[config.mk]
export PLATFORM = sky130hd
export DESIGN_NAME = ball_mover
export DESIGN_NICKNAME = d
export VERILOG_FILES = /design/src/rtl/ball_mover_pkg.sv /design/src/rtl/ball_mover_square_scanner.sv /design/src/rtl/ball_mover.sv
export SDC_FILE = /design/constraint.sdc
export NUM_CORES = 1
export LEC_CHECK = 0
export BUFFER_PORTS_ARGS = -buffer_cell sky130_fd_sc_hd__buf_2
export CAP_MARGIN = 20
export CORE_ASPECT_RATIO = 1.75
export CORE_MARGIN = 5
export CORE_UTILIZATION = 50
export DETAILED_ROUTE_END_ITERATION = 10
export GPL_ROUTABILITY_DRIVEN = 0
export PLACE_DENSITY = 0.76
export SLEW_MARGIN = 20
export SYNTH_ARGS = -nofsm -noshare
export SYNTH_HDL_FRONTEND = slang
export SYNTH_SLANG_ARGS = --single-unit
[constraint.sdc]
create_clock -name clk -period 3.1 [get_ports clk]
set_input_delay 0.31 -clock clk [delete_from_list [all_inputs] [get_ports clk]]
set_output_delay 0.31 -clock clk [all_outputs]
set_load 0.02 [all_outputs]
[src/rtl/ball_mover_pkg.sv]
// Shared constants, FSM encoding and the saturating step helper for the ball mover.
package ball_mover_pkg;

    localparam int X_MAX   = 160;
    localparam int Y_MAX   = 120;
    localparam int SIZE    = 4;
    localparam int STEP    = 1;
    localparam int X_START = 78;
    localparam int Y_START = 100;
    localparam int SCAN_W  = 4;

    localparam logic [2:0] BG_COLOUR   = 3'b000;
    localparam logic [2:0] BALL_COLOUR = 3'b111;

    typedef enum logic [2:0] {
        ST_IDLE   = 3'd0,
        ST_ERASE  = 3'd1,
        ST_UPDATE = 3'd2,
        ST_DRAW   = 3'd3,
        ST_DONE   = 3'd4
    } state_t;

    // Moves one axis by STEP in 11-bit signed arithmetic, then clamps to [0, lim-SIZE]
    // so the ball can never underflow below 0 or poke past the playfield edge.
    function automatic logic [9:0] step_clamp(input logic [9:0] pos, input logic up,
                                              input int lim);
        logic signed [10:0] w_sum;
        logic signed [10:0] w_hi;
        logic signed [10:0] w_step;
        w_step = 11'(STEP);
        w_hi   = 11'(lim - SIZE);
        w_sum  = up ? ($signed({1'b0, pos}) + w_step) : ($signed({1'b0, pos}) - w_step);
        if (w_sum < 11'sd0)
            return 10'd0;
        else if (w_sum > w_hi)
            return 10'(w_hi);
        else
            return 10'(w_sum);
    endfunction

endpackage

[src/rtl/ball_mover_square_scanner.sv]
// Raster scanner over a SIZE x SIZE square: cx is the inner index, cy the outer.
module ball_mover_square_scanner
    import ball_mover_pkg::*;
(
    input  logic              clk,
    input  logic              resetn,
    input  logic              i_clear,
    input  logic              i_enable,
    output logic [SCAN_W-1:0] o_cx,
    output logic [SCAN_W-1:0] o_cy,
    output logic              o_last
);

    localparam logic [SCAN_W-1:0] LAST_IDX = SCAN_W'(SIZE - 1);

    logic [SCAN_W-1:0] r_cx;
    logic [SCAN_W-1:0] r_cy;
    logic              w_row_end;

    assign w_row_end = (r_cx == LAST_IDX);
    assign o_last    = w_row_end && (r_cy == LAST_IDX);
    assign o_cx      = r_cx;
    assign o_cy      = r_cy;

    // Advance through the square in raster order, wrapping to (0,0) after the last pixel.
    always_ff @(posedge clk) begin
        if (!resetn || i_clear) begin
            r_cx <= '0;
            r_cy <= '0;
        end else if (i_enable) begin
            if (w_row_end) begin
                r_cx <= '0;
                r_cy <= o_last ? '0 : r_cy + 1'b1;
            end else begin
                r_cx <= r_cx + 1'b1;
            end
        end
    end

endmodule

[src/rtl/ball_mover.sv]
// Per-frame ball stage: erase old square, step position, draw new square.
module ball_mover
    import ball_mover_pkg::*;
(
    input  logic       clk,
    input  logic       resetn,
    input  logic       i_tick,
    input  logic       i_x_du,
    input  logic       i_y_du,
    output logic [9:0] o_ball_x,
    output logic [9:0] o_ball_y,
    output logic [9:0] o_vga_x,
    output logic [9:0] o_vga_y,
    output logic [2:0] o_vga_colour,
    output logic       o_vga_plot,
    output logic       o_busy,
    output logic       o_done
);

    state_t            r_state;
    state_t            w_next;
    logic [9:0]        r_ball_x;
    logic [9:0]        r_ball_y;
    logic [SCAN_W-1:0] w_cx;
    logic [SCAN_W-1:0] w_cy;
    logic              w_last;
    logic              w_scan_clr;
    logic              w_scan_en;
    logic              w_plot;
    logic [2:0]        w_colour;
    logic              w_busy;
    logic              w_done;

    ball_mover_square_scanner u_square_scanner (
        .clk      (clk),
        .resetn   (resetn),
        .i_clear  (w_scan_clr),
        .i_enable (w_scan_en),
        .o_cx     (w_cx),
        .o_cy     (w_cy),
        .o_last   (w_last)
    );

    // State register.
    always_ff @(posedge clk) begin
        if (!resetn)
            r_state <= ST_IDLE;
        else
            r_state <= w_next;
    end

    // Next-state logic; ticks outside IDLE are simply not looked at.
    always_comb begin
        w_next = r_state;
        case (r_state)
            ST_IDLE:   if (i_tick) w_next = ST_ERASE;
            ST_ERASE:  if (w_last) w_next = ST_UPDATE;
            ST_UPDATE: w_next = ST_DRAW;
            ST_DRAW:   if (w_last) w_next = ST_DONE;
            ST_DONE:   w_next = ST_IDLE;
            default:   w_next = ST_IDLE;
        endcase
    end

    // Per-state control decoded from the current state; registered below.
    always_comb begin
        w_scan_en  = 1'b0;
        w_scan_clr = 1'b0;
        w_plot     = 1'b0;
        w_colour   = BG_COLOUR;
        w_busy     = 1'b1;
        w_done     = 1'b0;
        case (r_state)
            ST_IDLE: begin
                w_scan_clr = 1'b1;
                w_busy     = 1'b0;
            end
            ST_ERASE: begin
                w_scan_en = 1'b1;
                w_plot    = 1'b1;
            end
            ST_UPDATE: w_scan_clr = 1'b1;
            ST_DRAW: begin
                w_scan_en = 1'b1;
                w_plot    = 1'b1;
                w_colour  = BALL_COLOUR;
            end
            ST_DONE: begin
                w_scan_clr = 1'b1;
                w_done     = 1'b1;
            end
            default: w_busy = 1'b0;
        endcase
    end

    // Ball position only moves on the single UPDATE edge.
    always_ff @(posedge clk) begin
        if (!resetn) begin
            r_ball_x <= 10'(X_START);
            r_ball_y <= 10'(Y_START);
        end else if (r_state == ST_UPDATE) begin
            r_ball_x <= step_clamp(r_ball_x, i_x_du, X_MAX);
            r_ball_y <= step_clamp(r_ball_y, i_y_du, Y_MAX);
        end
    end

    // Registered VGA port and status; coordinates hold their last value when not plotting.
    always_ff @(posedge clk) begin
        if (!resetn) begin
            o_vga_x      <= '0;
            o_vga_y      <= '0;
            o_vga_colour <= '0;
            o_vga_plot   <= 1'b0;
            o_busy       <= 1'b0;
            o_done       <= 1'b0;
        end else begin
            o_vga_plot <= w_plot;
            o_busy     <= w_busy;
            o_done     <= w_done;
            if (w_plot) begin
                o_vga_x      <= r_ball_x + 10'(w_cx);
                o_vga_y      <= r_ball_y + 10'(w_cy);
                o_vga_colour <= w_colour;
            end
        end
    end

    assign o_ball_x = r_ball_x;
    assign o_ball_y = r_ball_y;

endmodule

==> impl_metrics.tcl, run 1 <==
set metrics [dict create \
    status "complete, no violations" \
    rr_endpoint "o_ball_x[5]" \
    instances_no_fill 578 \
    avgSynthCellArea_um2 8.335 \
    drv_cap 0 \
    n_antenna_cell 0 \
    cts_resized 0 \
    cts.path.max_buffers 2 \
    r2r_start "o_ball_x[0]" \
    rrSetupSlack_ps 290 \
    mostFrequentLayoutCells "55 x dfxtp_1, 50 x buf_2, 44 x nand2_1, 39 x a21oi_1, 33 x nor2_1" \
    fin_skew_ps 4.203 \
    slew_headroom 0.4391 \
    hold_class "in -> reg" \
    period_minus_slack_ps 2807 \
    switching_share 0.2662 \
    synth-edff-count 0 \
    synth_seq_cells 55 \
    comb_power_share 0.156 \
    io_buffers 50 \
    grt_usage 0.1955 \
    dp_hpwl_um 6935 \
    rsz0062_at_grt "no" \
    worst_slew_pin_slew_ps 834.9 \
    design.core.area_mm2 0.007233 \
    yosysWarnings 0 \
    power_w 0.001512 \
    ys_seq_area_frac 0.2962 \
    layout_commonest_cell "dfxtp_1" \
    path_max_fanout 9 \
    clockPowerShare 0.359 \
    vdd_ir_drop_max_v 0.0002028 \
    drt_first_pass_iters 4 \
    setup_violations 0 \
    grt_max_degree 35 \
    final_max_slew_viol_count 0 \
    wl_per_cell_um 15.05 \
    hold_viol_final 0 \
    period_share 0.9055 \
    fin_area_mm2 0.004177 \
    initial_core_util 0.5139 \
    min_to "r_state[0]" \
    cts_setup_buffers 0 \
    dpl.cell_count 570 \
    synthCells 446 \
    cts_hold_buffers 0 \
    worstPathArrival_ps 3010 \
    p_int_w 0.001109 \
    die_h_um 124.1 \
    power.share.sequential 0.485 \
    min-delay-start "i_tick" \
    area_delta_synth_final_pct 12.35 \
    die_width_um 75.18 \
    tns_ps 0 \
    vias 3407 \
    antenna_left 0 \
    drc 0 \
    netlist_area_mm2 0.003717 \
    cts-root-buf "clkbuf_16" \
    ys.flop_type "dfxtp_1" \
    h-tree-depth 2 \
    row_count 41 \
    worst_setup_path_end_kind "register" \
    clock-sinks 55 \
    fin_util 0.5774 \
    final_nets 530 \
    grt_pass1_wl_um 14520 \
    grt_pass1_vias 3272 \
    dieArea_mm2 0.009327 \
    fmax_ghz 0.3562 \
    min_delay_path_depth 3 \
    crit_chain "fa_1 -> a211oi_4 -> o21ai_2 -> a311o_1 -> a211o_1 -> or3_1 -> o31ai_1" \
    synth_nets 485 \
    startpoint_type "register" \
    clk_pin_slew_ps 70 \
    p_per_area_mw_per_mm2 362.0 \
    cts-buffers-inserted 5 \
    cp_slowest_stage_delay_ps 520 \
    p_leak_nw 1.797 \
    antenna_found_initial 0 \
    io_pins 51 \
    overflow 0 \
    insertion_delay_ps 290 \
    first_iter_violations 130 \
    totalWireLength_um 8697 \
    r2r_cells 7 \
    synth.distinct_cells 68 \
    crit_path_top_delay_cell "fa_1" \
    async_reset_ff_frac 0 \
    cts_tree "yes" \
    vias_per_cell 5.894 \
    p_sw_w 0.0004024 \
    drive_above_1_share 0.1626 \
    dpl_cell_area_mm2 0.004035 \
    critPathKind "reg -> reg" \
    critical_path_required_ps 3300 \
]
==> critical path: cells and delay by family, from the launching register on <==
kind	cells	cell delay, ps
flip-flops	1	420
AND/OR/NAND/NOR	1	330
adder cells (fa/ha/maj)	1	520
AO/OA/AOI/OAI	5	1450
==> power groups by stage <==
stage	Combinational [W]	Sequential (W)	Clock, W
final	0.000236	0.000733	0.000542
after global routing	0.000261	0.000735	0.000585
after CTS	0.000235	0.000734	0.000554
after detailed placement	0.000234	0.000750	0
after global placement	0.000229	0.000749	0
after floorplan	0.000160	0.000769	0
==> final cells by class <==
class                   count  area [µm²]
well taps                  86       107.6
clock inverters             2       12.51
clock buffers               6       128.9
flip-flops and latches     55        1101
multi-input cells         350        2434
inverters                  20       75.07
fillers                   666        3057
repair buffers             59       317.8
==> registers in the layout, indices dropped and copies added (netlist names), 3 cells and up <==
name,cells
o_ball_x,10
o_ball_y,10
o_vga_x,10
o_vga_y,10
u_square_scanner.o_cx,4
u_square_scanner.o_cy,4
r_state,3
==> metrics by stage <==
step | hold slack, ps | setup WS [ps]
floorplan | 456.2 | 387.5
global placement | 438.7 | 221.8
detailed placement | 441.5 | 134.7
CTS | 357.0 | 296.3
global route | 383.3 | 126.4
finish | 362.2 | 293.0
==> layer usage <==
metal,vias to the layer above,routed length [µm],global-route usage
li1,1718,-,-
met1,1587,3631,0.2243
met2,78,4491,0.3488
met3,24,272,0.02262
met4,0,302,0.09409
met5,-,0,0
==> worst max-delay path by stage <==
stage                           start           to  slack (ps)  cells after the start
after floorplan                i_x_du  o_ball_x[6]         390                      8
after global placement         i_x_du  o_ball_x[5]         220                      9
after detailed placement       i_y_du  o_ball_y[3]         130                      9
after CTS                 o_ball_x[0]  o_ball_x[5]         300                      7
after global routing      o_ball_x[0]  o_ball_x[5]         130                      7
final                     o_ball_x[0]  o_ball_x[5]         290                      7
==> kinds of logic after synthesis <==
family                   share of synthesized area
AO/OA/AOI/OAI                               0.2477
XOR/XNOR                                   0.05890
adder cells (fa/ha/maj)                     0.1225
buffers and inverters                      0.04981
flip-flops                                  0.2962
multiplexers                               0.01077
AND/OR/NAND/NOR                             0.2141
==> cells in the mapped netlist (4+ instances only) <==
cell type	instances	share of area
clkbuf_1	12	0.012
or3_1	5	0.0084
dfxtp_1	55	0.30
o31ai_1	6	0.012
o21a_1	4	0.0081
nand2_1	44	0.044
xnor2_1	16	0.038
xor2_1	9	0.021
and3_1	9	0.015
a2111oi_0	4	0.0094
ha_1	30	0.10
nor2b_1	9	0.015
a21o_1	10	0.020
nand2b_1	6	0.010
a21oi_1	39	0.053
nand3_1	10	0.013
nor3b_1	6	0.012
mux2i_1	4	0.011
nor3_1	9	0.012
o21ai_0	16	0.022
inv_1	19	0.019
nor2_1	33	0.033
o211ai_1	5	0.010
fa_1	4	0.022
nand4_1	6	0.010
a211oi_1	17	0.034
Note: power is estimated with default switching activity, not from simulation.
==> run 2, diff against run 1 <==
--- a/config.mk
+++ b/config.mk
@@ -13,6 +13,7 @@
 export DETAILED_ROUTE_END_ITERATION = 10
 export GPL_ROUTABILITY_DRIVEN = 0
 export PLACE_DENSITY = 0.76
+export RECOVER_POWER = 25
 export SLEW_MARGIN = 20
 export SYNTH_ARGS = -nofsm -noshare
 export SYNTH_HDL_FRONTEND = slang
==> constraint.sdc (replaced) <==
create_clock -name clk -period 2.6 [get_ports clk]
set_input_delay 0.26 -clock clk [delete_from_list [all_inputs] [get_ports clk]]
set_output_delay 0.26 -clock clk [all_outputs]
set_load 0.02 [all_outputs]
==> impl_metrics.tcl, run 2 (synthesis gave the netlist of run 1 again) <==
set metrics [dict create \
    first_iter_violations 201 \
    area_delta_synth_final_pct 25.88 \
    cts_hold_buffers 0 \
    clock-sinks 55 \
    layout_setup_ws_ps 92.18 \
    min-delay-start "i_tick" \
    r2r_cells 8 \
    instances_no_fill 640 \
    clk_pin_slew_ps 70 \
    critical_path_required_ps 2790 \
    io_buffers 50 \
    slew_headroom 0.4341 \
    tns_ps 0 \
    layout_commonest_cell "buf_4" \
    clockPowerShare 0.344 \
    drive_above_1_share 0.2329 \
    rr_endpoint "o_ball_x[1]" \
    wl_per_cell_um 15.09 \
    totalWireLength_um 9659 \
    min_delay_path_depth 3 \
    cp_slowest_stage_delay_ps 470 \
    vdd_ir_drop_max_v 0.0002694 \
    cp_common_cell "ha_1" \
    design.core.area_mm2 0.007233 \
    n_antenna_cell 0 \
    vias_per_cell 5.777 \
    cts-buffers-inserted 5 \
    cts_tree "yes" \
    r2r_start "o_ball_x[1]" \
    antenna_left 0 \
    cts.path.max_buffers 2 \
    die_h_um 124.1 \
    io_pins 51 \
    hold_class "in -> reg" \
    grt_max_degree 35 \
    drt_first_pass_iters 4 \
    h-tree-depth 2 \
    worstPathArrival_ps 2700 \
    initial_core_util 0.5139 \
    fmax_ghz 0.3988 \
    vias 3697 \
    hold_viol_final 0 \
    worst_setup_path_end_kind "register" \
    final_nets 592 \
    grt_usage 0.2186 \
    period_minus_slack_ps 2508 \
    rrSetupSlack_ps 90 \
    startpoint_type "register" \
    dpl.cell_count 632 \
    overflow 0 \
    insertion_delay_ps 290 \
    crit_path_top_delay_cell "a2111oi_1" \
    period_share 0.9645 \
    grt_pass1_vias 3650 \
    grt_pass1_wl_um 16300 \
    wl_met2_um 4982 \
    wl_met3_um 369 \
    antenna_found_initial 0 \
    path_max_fanout 5 \
    crit_chain "buf_4 -> ha_1 -> ha_1 -> a2111oi_1 -> o211ai_1 -> a32oi_1 -> nor3_1 -> a31o_2" \
    p_leak_nw 2.012 \
    setup_violations 0 \
    comb_power_share 0.186 \
    p_sw_w 0.0004975 \
    status "complete, no violations" \
    fin_util 0.6469 \
    final_max_slew_viol_count 0 \
    crit_family "compound AO/OA/AOI/OAI gates" \
    cts_setup_buffers 0 \
    dp_hpwl_um 7685 \
    cts-root-buf "clkbuf_16" \
    mostFrequentLayoutCells "71 x buf_4, 55 x dfxtp_1, 44 x nand2_1, 38 x a21oi_1, 33 x nor2_1" \
    rsz0062_at_grt "yes" \
    power_w 0.001864 \
    top_layer_used "met4" \
    die_width_um 75.18 \
    dpl_worst_slack_ps -244.0 \
    drv_cap 0 \
    min_to "r_state[0]" \
    crit_buf_inv 1 \
    fin_skew_ps 5.811 \
    critPathKind "reg -> reg" \
    dieArea_mm2 0.009327 \
    row_count 41 \
    wl_met1_um 4067 \
    drc 0 \
    p_int_w 0.001367 \
    switching_share 0.2669 \
    power.share.sequential 0.469 \
    p_per_area_mw_per_mm2 398.4 \
    worst_slew_pin_slew_ps 842.4 \
]
## run 2: tightest hold or removal path, cell delays in order
cell and delay, ps:
buf_2 100, nor3_1 140, nor4b_1 80
## run 2: how the worst max path moves through the flow
| stage | from | to | slack [ps] | depth (start not counted) |
|---|---|---|---|---|
| detailed placement | i_x_du | o_ball_x[1] | -240 | 11 |
| global route | i_x_du | o_ball_x[3] | -20 | 11 |
| floorplan | o_ball_x[0] | o_ball_x[6] | 6 | 7 |
| CTS | o_ball_x[1] | o_ball_x[7] | 50 | 8 |
| finish | o_ball_x[1] | o_ball_x[1] | 90 | 8 |
| global placement | i_y_du | o_ball_y[1] | -130 | 10 |
## run 2: area by class of cell
class	instances	area [µm²]
clock buffers	7	132.6
clock inverters	1	5.005
fillers	590	2554
inverters	20	78.83
multi-input cells	350	2500
flip-flops and latches	55	1101
well taps	86	107.6
repair buffers	121	754.5
## run 2: per-layer routing
layer / global-route usage / up-vias
li1: - / 1849
met1: 0.2540 / 1734
met2: 0.3963 / 92
met3: 0.02504 / 22
met4: 0.08534 / 0
met5: 0 / -
## run 2: repair_timing
item	in CTS	in global routing
resized for setup	1	13
setup endpoints to repair	1	15
pin swaps	0	7
hold endpoints to repair	0	0
## run 2: per-stage QoR
stage | hold slack, ps | cell area (µm²)
floorplan | 406.2 | 3724
global placement | 436.5 | 4507
detailed placement | 443.6 | 4507
CTS | 328.3 | 4646
global route | 372.0 | 4679
finish | 334.1 | 4679
## run 2: power groups by stage
stage	combinational [W]	sequential, W	clock, W
floorplan	0.000191	0.000917	0
global placement	0.000328	0.000893	0
detailed placement	0.000336	0.000894	0
CTS	0.000338	0.000875	0.000651
global route	0.000381	0.000877	0.000685
finish	0.000347	0.000875	0.000642
==> run 3, diff against run 2 <==
--- a/config.mk
+++ b/config.mk
@@ -17,4 +17,5 @@
 export SLEW_MARGIN = 20
 export SYNTH_ARGS = -nofsm -noshare
 export SYNTH_HDL_FRONTEND = slang
+export SYNTH_HIERARCHICAL = 1
 export SYNTH_SLANG_ARGS = --single-unit
==> impl_metrics.tcl, run 3 <==
set metrics [dict create \
    grt_pass1_vias 3372 \
    fmax_ghz 0.3932 \
    vias_per_cell 5.729 \
    drc 0 \
    mostFrequentLayoutCells "54 x dfxtp_1, 44 x buf_4, 35 x nor2_1, 34 x a21oi_1, 31 x nand2_1" \
    final_nets 523 \
    io_buffers 50 \
    drv_cap 0 \
    ys.flop_type "dfxtp_1" \
    cts_setup_buffers 0 \
    fin_util 0.6224 \
    rsz0062_at_grt "yes" \
    yosysTopAreaCell "dfxtp_1" \
    synth_seq_cells 55 \
    ys_seq_area_frac 0.3136 \
    io_pins 51 \
    period_share 0.9783 \
    synth-edff-count 0 \
    area_delta_synth_final_pct 21.56 \
    synth_nets 436 \
    die_width_um 73.35 \
    cts_tree "yes" \
    initial_core_util 0.5120 \
    instances_no_fill 569 \
    antenna_left 0 \
    path_max_fanout 6 \
    h-tree-depth 2 \
    p_leak_nw 1.843 \
    cts.path.max_buffers 2 \
    clock-sinks 55 \
    dp_hpwl_um 7123 \
    layout_commonest_cell "dfxtp_1" \
    row_count 40 \
    cts_resized 0 \
    hold_viol_final 0 \
    setup_violations 0 \
    hold_slack_ps 299.9 \
    overflow 0 \
    cts-buffers-inserted 5 \
    yosysWarnings 6 \
    grt_pass1_wl_um 15000 \
    vdd_ir_drop_max_v 0.0004340 \
    dpl.cell_count 561 \
    hold_class "in -> reg" \
    status "complete, no violations" \
    design.core.area_mm2 0.006857 \
    drt_first_pass_iters 4 \
    wl_per_cell_um 15.97 \
    fin_skew_ps 6.670 \
    antenna_found_initial 0 \
    critPathKind "reg -> reg" \
    n_antenna_cell 0 \
    drive_above_1_share 0.2103 \
    startpoint_type "register" \
    worst_slew_pin_slew_ps 553.8 \
    worst_setup_path_end_kind "register" \
    synthCells 397 \
    first_iter_violations 165 \
    yosys-top-cells-area "dfxtp_1 31%, ha_1 11%, a21oi_1 4.8%" \
    synth.distinct_cells 68 \
    grt_usage 0.2138 \
    period_minus_slack_ps 2544 \
    avgSynthCellArea_um2 8.843 \
    insertion_delay_ps 300 \
    netlist_area_mm2 0.003511 \
    dieArea_mm2 0.008864 \
    synth_top_cells_by_count "55 x dfxtp_1, 35 x nor2_1, 34 x a21oi_1" \
    clk_pin_slew_ps 70 \
    final_max_slew_viol_count 0 \
    synth_most_common_cell "dfxtp_1" \
    cts-root-buf "clkbuf_16" \
    die_h_um 120.9 \
    grt_max_degree 37 \
    p_per_area_mw_per_mm2 462.7 \
    vias 3260 \
    totalWireLength_um 9085 \
    slew_headroom 0.6304 \
    critical_path_required_ps 2840 \
    cts_hold_buffers 0 \
    worstPathArrival_ps 2780 \
    async_reset_ff_frac 0 \
    yosysTopAreaCellShare 0.3136 \
]
[run 3: logic make-up (layout without fill, tap and decap cells)]
family,Yosys count,after routing,share of synthesized area
adders and majority gates,34,34,0.1297
AOI/OAI and AO/OA,116,116,0.2345
DFF,55,55,0.3136
xor gates and xnor gates,32,32,0.07983
buffers and inverters,29,117,0.03920
muxes,2,2,0.005702
and+or+nand+nor,129,129,0.1974
[run 3: worst paths after layout]
| kind | slack (ps) | to | from | cells past startpoint |
|---|---|---|---|---|
| max | 60 | o_ball_x[5] | o_ball_x[0] | 8 |
| min | 300 | o_ball_x[6] | resetn | 2 |
| max reg2reg | 60 | o_ball_x[5] | o_ball_x[0] | 8 |
| min reg2reg | 450 | o_vga_x[3] | o_vga_x[3] | 2 |
[run 3: final cells by class]
cell class | count | area [µm²]
fillers | 629 | 2589
multi-input cells | 313 | 2277
flip-flops and latches | 55 | 1102
repair buffers | 94 | 551.8
clock buffers | 5 | 125.1
well taps | 84 | 105.1
inverters | 15 | 56.30
clock inverters | 3 | 50.05
[run 3: per-stage QoR]
stage	TNS [ps]	setup WS, ps	total power [W]	area, µm²
6_report	0	56.46	0.001975	4268
5_1_grt	-23.45	-23.45	0.002050	4268
4_1_cts	0	35.15	0.001993	4290
3_5_place_dp	-825.8	-154.7	0.001205	4115
3_3_place_gp	-148.6	-72.40	0.001197	4115
2_1_floorplan	0	69.35	0.001101	3511
[run 3: where the power goes]
part	switching, W	internal (W)	total, W
registers	0.0000117	0.000863	0.000874
clock network	0.000326	0.000465	0.000791
logic	0.000186	0.000124	0.000310
total	0.000523	0.00145	0.00197
[run 3: critical path: stages, from the launching register on]
cell and delay (ps):
dfxtp_1 330, fa_1 430, a211oi_2 280, o21a_1 200
o21bai_1 80, a2111oi_1 500, nor2_1 230, nor3_2 250
a32o_1 190
[run 3: layer usage]
metal / track usage / up-vias / wire (µm)
li1: - / 1600 / -
met4: 0.1224 / 0 / 396
met1: 0.2131 / 1547 / 3438
met2: 0.4036 / 79 / 4913
met5: 0 / - / 0
met3: 0.02819 / 34 / 336
